==> src/rtl/oddrx2_sync_ctrl.sv <==
// Startup/resync sequencer for the ODDRX2E gearbox and its ECLK path, clocked by SCLK.
// Waits for a settled PLL lock, then runs: stop ECLK, release the gearbox reset while ECLK is stopped, restart ECLK.
module oddrx2_sync_ctrl #(
    parameter int LOCK_CNT  = 16,
    parameter int STOP_CNT  = 4,
    parameter int RST_CNT   = 4,
    parameter int START_CNT = 4
) (
    input  logic SCLK,
    input  logic RST,
    input  logic LOCK,
    input  logic RESYNC,
    output logic STOP,
    output logic DDR_RST,
    output logic READY,
    output logic LOSS,
    output logic BUSY
);

    typedef enum logic [2:0] {
        S_WAITL,
        S_SETTL,
        S_STOPC,
        S_RELS,
        S_STRT,
        S_READY
    } state_t;

    // Each timed state starts its count at N-1 and leaves when the count reaches 0.
    localparam logic [7:0] LD_LOCK  = 8'(LOCK_CNT - 1);
    localparam logic [7:0] LD_STOP  = 8'(STOP_CNT - 1);
    localparam logic [7:0] LD_RST   = 8'(RST_CNT - 1);
    localparam logic [7:0] LD_START = 8'(START_CNT - 1);

    state_t     r_state;
    logic [7:0] r_cnt;
    logic [1:0] r_sync;
    logic       r_stop;
    logic       r_ddr_rst;
    logic       r_ready;
    logic       r_loss;
    logic       r_busy;
    logic       w_lock_s;
    logic       w_cnt_done;

    assign w_lock_s   = r_sync[1];
    assign w_cnt_done = (r_cnt == 8'd0);

    always_ff @(posedge SCLK or posedge RST) begin
        if (RST) begin
            r_sync <= 2'b00;
        end else begin
            r_sync <= {r_sync[0], LOCK};
        end
    end

    always_ff @(posedge SCLK or posedge RST) begin
        if (RST) begin
            r_state   <= S_WAITL;
            r_cnt     <= 8'd0;
            r_stop    <= 1'b0;
            r_ddr_rst <= 1'b1;
            r_ready   <= 1'b0;
            r_loss    <= 1'b0;
            r_busy    <= 1'b0;
        end else if (!w_lock_s && r_state != S_WAITL) begin
            // Lock loss outranks everything else, including a same-cycle RESYNC.
            r_state   <= S_WAITL;
            r_stop    <= 1'b0;
            r_ddr_rst <= 1'b1;
            r_ready   <= 1'b0;
            r_busy    <= 1'b0;
            if (r_state == S_READY) begin
                r_loss <= 1'b1;
            end
        end else begin
            case (r_state)
                S_WAITL: begin
                    if (w_lock_s) begin
                        r_state <= S_SETTL;
                        r_cnt   <= LD_LOCK;
                    end
                end
                S_SETTL: begin
                    if (w_cnt_done) begin
                        r_state <= S_STOPC;
                        r_cnt   <= LD_STOP;
                        r_stop  <= 1'b1;
                        r_busy  <= 1'b1;
                    end else begin
                        r_cnt <= r_cnt - 8'd1;
                    end
                end
                S_STOPC: begin
                    if (w_cnt_done) begin
                        r_state   <= S_RELS;
                        r_cnt     <= LD_RST;
                        r_ddr_rst <= 1'b0;
                    end else begin
                        r_cnt <= r_cnt - 8'd1;
                    end
                end
                S_RELS: begin
                    if (w_cnt_done) begin
                        r_state <= S_STRT;
                        r_cnt   <= LD_START;
                        r_stop  <= 1'b0;
                    end else begin
                        r_cnt <= r_cnt - 8'd1;
                    end
                end
                S_STRT: begin
                    if (w_cnt_done) begin
                        r_state <= S_READY;
                        r_ready <= 1'b1;
                        r_busy  <= 1'b0;
                    end else begin
                        r_cnt <= r_cnt - 8'd1;
                    end
                end
                S_READY: begin
                    // STOP and DDR_RST rise together so the gearbox never sees a running ECLK in reset release.
                    if (RESYNC) begin
                        r_state   <= S_STOPC;
                        r_cnt     <= LD_STOP;
                        r_stop    <= 1'b1;
                        r_ddr_rst <= 1'b1;
                        r_ready   <= 1'b0;
                        r_busy    <= 1'b1;
                        r_loss    <= 1'b0;
                    end
                end
                default: begin
                    r_state   <= S_WAITL;
                    r_stop    <= 1'b0;
                    r_ddr_rst <= 1'b1;
                    r_ready   <= 1'b0;
                    r_busy    <= 1'b0;
                end
            endcase
        end
    end

    assign STOP    = r_stop;
    assign DDR_RST = r_ddr_rst;
    assign READY   = r_ready;
    assign LOSS    = r_loss;
    assign BUSY    = r_busy;

endmodule

==> config.mk <==
export PLATFORM = sky130hd
export DESIGN_NAME = oddrx2_sync_ctrl
export DESIGN_NICKNAME = d
export VERILOG_FILES = /design/src/rtl/oddrx2_sync_ctrl.sv
export SDC_FILE = /design/constraint.sdc
export NUM_CORES = 1
export LEC_CHECK = 0
export ABC_AREA = 0
export BUFFER_PORTS_ARGS = -buffer_cell sky130_fd_sc_hd__clkbuf_2
export CAP_MARGIN = 20
export CORE_MARGIN = 10
export CORE_UTILIZATION = 38
export DETAILED_ROUTE_END_ITERATION = 7
export HOLD_SLACK_MARGIN = 0.02
export PLACE_DENSITY = 0.59
export SYNTH_ARGS = -nofsm -noshare
export SYNTH_HDL_FRONTEND = slang
export SYNTH_SLANG_ARGS = --single-unit
export TNS_END_PERCENT = 20
==> constraint.sdc <==
create_clock -name SCLK -period 2.2 [get_ports SCLK]
set_clock_uncertainty 0.1 [all_clocks]
set_input_delay 0.44 -clock SCLK [delete_from_list [all_inputs] [get_ports SCLK]]
set_output_delay 0.44 -clock SCLK [all_outputs]
set_load 0.02 [all_outputs]
Word level (Yosys, flattened, before mapping)

Cells that the tools add are included.

Bits in registers: 18
Input bits: 4

Bitwise operators: 1
Multiplexer cells: 28
Eq/ne operators: 18
Reductions and logical operators: 19
Add/subtract/negate cells: 1

Operators with widths:

| kind                | count |
|---|---|
| $mux 8              | 4 |
| $pmux 8 s4          | 1 |
| $mux 3              | 7 |
| $ne 3x3->1 const B  | 6 |
| $pmux 3 s6          | 1 |
| $mux 1              | 11 |
| $reduce_or 3->1     | 3 |
| $logic_not 8->1     | 1 |
| $ne 2x1->1 const B  | 4 |
| $pmux 1 s4          | 2 |
| $reduce_and 4->1    | 2 |
| $reduce_or 4->1     | 2 |
| $sub 8x1->8 const B | 1 |
| $eq 3x2->1 const B  | 2 |
| $eq 3x3->1 const B  | 2 |
| $ne 2x2->1 const B  | 3 |
| $pmux 1 s3          | 2 |
| $reduce_and 3->1    | 2 |
| $reduce_and 6->1    | 1 |
| $reduce_and 5->1    | 1 |
| $reduce_bool 4->1   | 1 |
| $eq 3x1->1 const B  | 1 |
| $logic_not 3->1     | 1 |
| $reduce_bool 3->1   | 1 |
| 5 further kinds     | 5 |

Longest topological paths before layout

Depth in word-level cells: 4
Mapped depth: 7
Gate-level depth less buffers: 6

Worst setup path after synthesis

OpenSTA, ideal clock, no wires.

Path type: register to register
Start point: register r_cnt[0]
End point: register r_cnt[6]
Path slack: 0.188 ns
Clock period less this slack: 2.012 ns
Path buffers: 0
Cell stages (with the launch flop): 7
Data arrival time: 1.834 ns
Library setup time: 0.078 ns
Required time: 2.022 ns
Path through: dfrtp_1 -> inv_1 -> ha_1 -> or3b_1 -> or3_1 -> or4_1 -> a21oi_1

Longest elaborated chain between the ends: 3
Elaborated cells between the ends (all ways): 7
Those cells by class: add/sub: 1; eq/ne: 1; mux: 3; reduce/logical: 2

Ends and longest elaborated chain:

| element                                               | line | source |
|---|---|---|
| from (decl)                                           | 36   | `logic [7:0] r_cnt;` |
| from (signal assigned)                                | 91   | `r_cnt <= r_cnt - 8'd1;` |
| from (signal assigned)                                | 100  | `r_cnt <= r_cnt - 8'd1;` |
| from (signal assigned)                                | 109  | `r_cnt <= r_cnt - 8'd1;` |
| $sub 8x1->8 / $logic_not 8->1 (equally long branches) | -    |  |
| $mux 8, or another cell as far along                  | 113  | `if (w_cnt_done) begin` |
| $pmux 8 s4 / $reduce_and 5->1 (equally long branches) | -    |  |

Several ways; a longest one is shown, not always the timed one. The select of a mux whose other input is x is not followed.
A chain may end at the register's enable or synchronous reset.

Final worst setup path

Start point: register r_cnt[1]
End point: register r_cnt[6]

The elaborated chain is that of the path after synthesis.

==> summary.txt <==
Status: finished, final reports clean
Antenna-violating nets left: 0
Most frequent cells in the layout: dfrtp_1, a21oi_1, inv_1, nor2_1, clkbuf_2
Power, Total: 0.685 mW
Multi-input logic area: 638 um2
Drt via density: 6.09
Switching share of power: 27.8%
IO Count: 9
Comb pwr share: 14.7%
Achievable Freq: 471 MHz
Commonest non-fill, non-tap cell in the layout: dfrtp_1
WL met1: 1220 um
Final setup fails: 0
Drt wl/cell: 15.2 um
Reg area: 452 um2
Clock period minus worst slack: 2130 ps
Worst reg2reg setup slack: 70 ps
Site Rows: 19
Final hold vios: 0
DRC violations left: 0
Ys Warns: 0
Leak: 0.530 nW
Critical Path RT: 2340 ps
Die area: 5600 um2
Port buffer count: 8
Worst Setup Start Kind: flip-flop
R2R cell count: 6
Skew-Pair Late Insertion Delay: 300 ps
Area Overhead vs Synth: 12.6%
Clk buf depth: 2
R2R Path Start: r_cnt[1]
H-tree Lvls: 1
Drt initial violations: 60
Metal3 WL: 148 um
Syn nets: 133
Sink Count: 18
Worst Setup End Kind: flip-flop
WP data arrival: 2260 ps
RSZ-0062 raised after global routing: yes
Slowest-stage cell, CP: dfrtp_1
Fillers: 259
Pin count of the biggest net entering global routing: 19
Final core utilization: 45.5%
Final nets: 146
Internal power: 0.495 mW
Die Y: 74.9 um
Synth Area per Inst: 9.00 um2
Critical path fanouts, max: 4
Global Route Usage Sum: 10.3%
Chip Width: 74.9 um
Via count: 1,035
Total CTS buffers: 3
GP Congestion: 0.825
Min-delay worst type: in2async
Synth cell types: 42
Max-slew violation count: 0
Gr ovfl total: 0
Max layer used: met4
Cells after Synth: 127
Critical path class: reg2reg
Max-Cap Viols: 0
R2R Path End: r_cnt[6]
First-pass GRT wire length: 4530 um
CTS Root Cell: clkbuf_4
Via count of the first global-routing pass: 979
Crit-path cells: inv_1 -> ha_2 -> or3b_4 -> or3_1 -> or4_1 -> a21oi_1
Initial Utilization: 40.4%
Power Density: 532 nW/um2
Switch Pwr: 0.191 mW
Clock slew at reported path FFs: 110 ps
Met2 Wirelength: 1180 um
Period utilization: 96.6%
DR pass1 iterations: 4
Clk pwr share: 30.9%
Layout cell share with drive strength beyond 1: 20.1%
Post-synthesis cell area: 1140 um2
Initial antenna violation count: 0
CP max stage delay: 420 ps
Number of synthesized register bits: 18
CTS tree: yes
Placeable Area: 2830 um2
Flop pwr share: 54.4%
Slew margin rel.: 54.2%
Antenna Cells: 0
Routed WL: 2580 um
Crit path from: r_cnt[1]
HPWL after DPL: 1880 um
Slew @ Worst Pin: 686 ps
Max IR drop VDD: 0.421 mV
Seq/Total Area, Yosys: 39.5%
==> synth_stat cells, drive strengths merged <==
master,instances,share of area [%]
dfrtp,17,37
a21oi,9,3.9
o21ai,9,3.9
inv,8,2.6
nor2,8,2.6
nand2,7,2.3
o211ai,6,3.9
o31ai,5,3.3
or3,5,2.7
clkbuf,4,1.3
nor3,4,2.2
buf,3,1.3
nand2b,3,1.6
or2,3,1.6
or3b,3,2.3
a211oi,2,1.3
a221oi,2,1.5
and3,2,1.1
ha,2,2.2
mux2,2,2.0
nand3,2,0.88
nand3b,2,1.3
o221ai,2,1.5
o41ai,2,1.5
or4,2,1.3
a21o,1,0.66
a311oi,1,0.77
a32o,1,0.88
and3b,1,0.77
dfstp,1,2.3
nand4b,1,0.77
nor2b,1,0.55
nor3b,1,1.1
nor4b,1,1.3
o311ai,1,0.77
o32a,1,0.88
or4b,1,0.88
xnor2,1,0.77
==> state kept, by name, indices dropped and copies added, names as in the netlist <==
signal,cells
r_cnt,8
READY,1
r_state,3
DDR_RST,1
BUSY,1
LOSS,1
r_sync,2
STOP,1
==> power groups by stage <==
stage	registers [mW]	clock network [mW]	logic [mW]
finish	0.373	0.212	0.101
global route	0.378	0.230	0.116
CTS	0.373	0.215	0.0925
detailed placement	0.379	0	0.0920
global placement	0.378	0	0.0913
floorplan	0.369	0	0.0710
==> what timing repair did <==
| item | CTS | global route |
|---|---|---|
| gates resized for setup | 0 | 3 |
| endpoints found under the setup margin | 0 | 4 |
| setup buffers | 0 | 2 |
| hold buffers | 0 | 0 |
==> area by class of cell <==
cell class	count	share of cell area [%]
multi-input combinational	94	49.6
sequential	18	35.1
timing repair buffer	15	7.19
tap	31	3.01
clock buffer	4	2.82
inverter	8	2.33
==> worst max-delay path by stage <==
| stage | endpoint | slack, ps | cells after the start |
|---|---|---|---|
| after floorplan | r_cnt[6] | 190 | 6 |
| after global placement | r_cnt[6] | 140 | 6 |
| after detailed placement | r_cnt[6] | 60 | 6 |
| after CTS | r_cnt[6] | 60 | 6 |
| after global routing | r_cnt[6] | -50 | 6 |
| final | r_cnt[6] | 70 | 6 |
==> metrics by stage <==
step	hold slack (ps)	setup TNS [ps]	cells	area, um2	setup WS (ps)
after floorplan	231	0	127	1140	188
after global placement	242	0	164	1230	136
after detailed placement	244	0	164	1230	61.5
after CTS	127	0	168	1270	55.0
after global routing	117	-88.4	170	1290	-45.1
final	99.0	0	170	1290	74.9
==> worst max-delay path, delay by kind of cell (launching register included) <==
kind	cells	cell delay (ps)
AOI/OAI and AO/OA	1	150
adders and majority gates	1	190
and+or+nand+nor	3	1110
buffers and inverters	1	90
DFF	1	420
==> metal layers <==
metal | up-vias | GRT usage (%)
li1 | 508 | -
met2 | 23 | 15.1
met3 | 5 | 3.15
met5 | - | 0
met4 | 0 | 3.57
met1 | 499 | 13.8
==> cells by family (layout without fill, tap and decap cells) <==
| family | Yosys count | count (layout) | synth area share [%] |
|---|---|---|---|
| xor+xnor | 1 | 1 | 0.766 |
| flops | 18 | 18 | 39.5 |
| mux | 2 | 2 | 1.97 |
| compound gates | 42 | 42 | 24.9 |
| fa+ha+maj | 2 | 2 | 2.19 |
| simple gates | 47 | 47 | 25.4 |
| buf+inv | 15 | 27 | 5.25 |
Power figures use the tool's default switching activity.
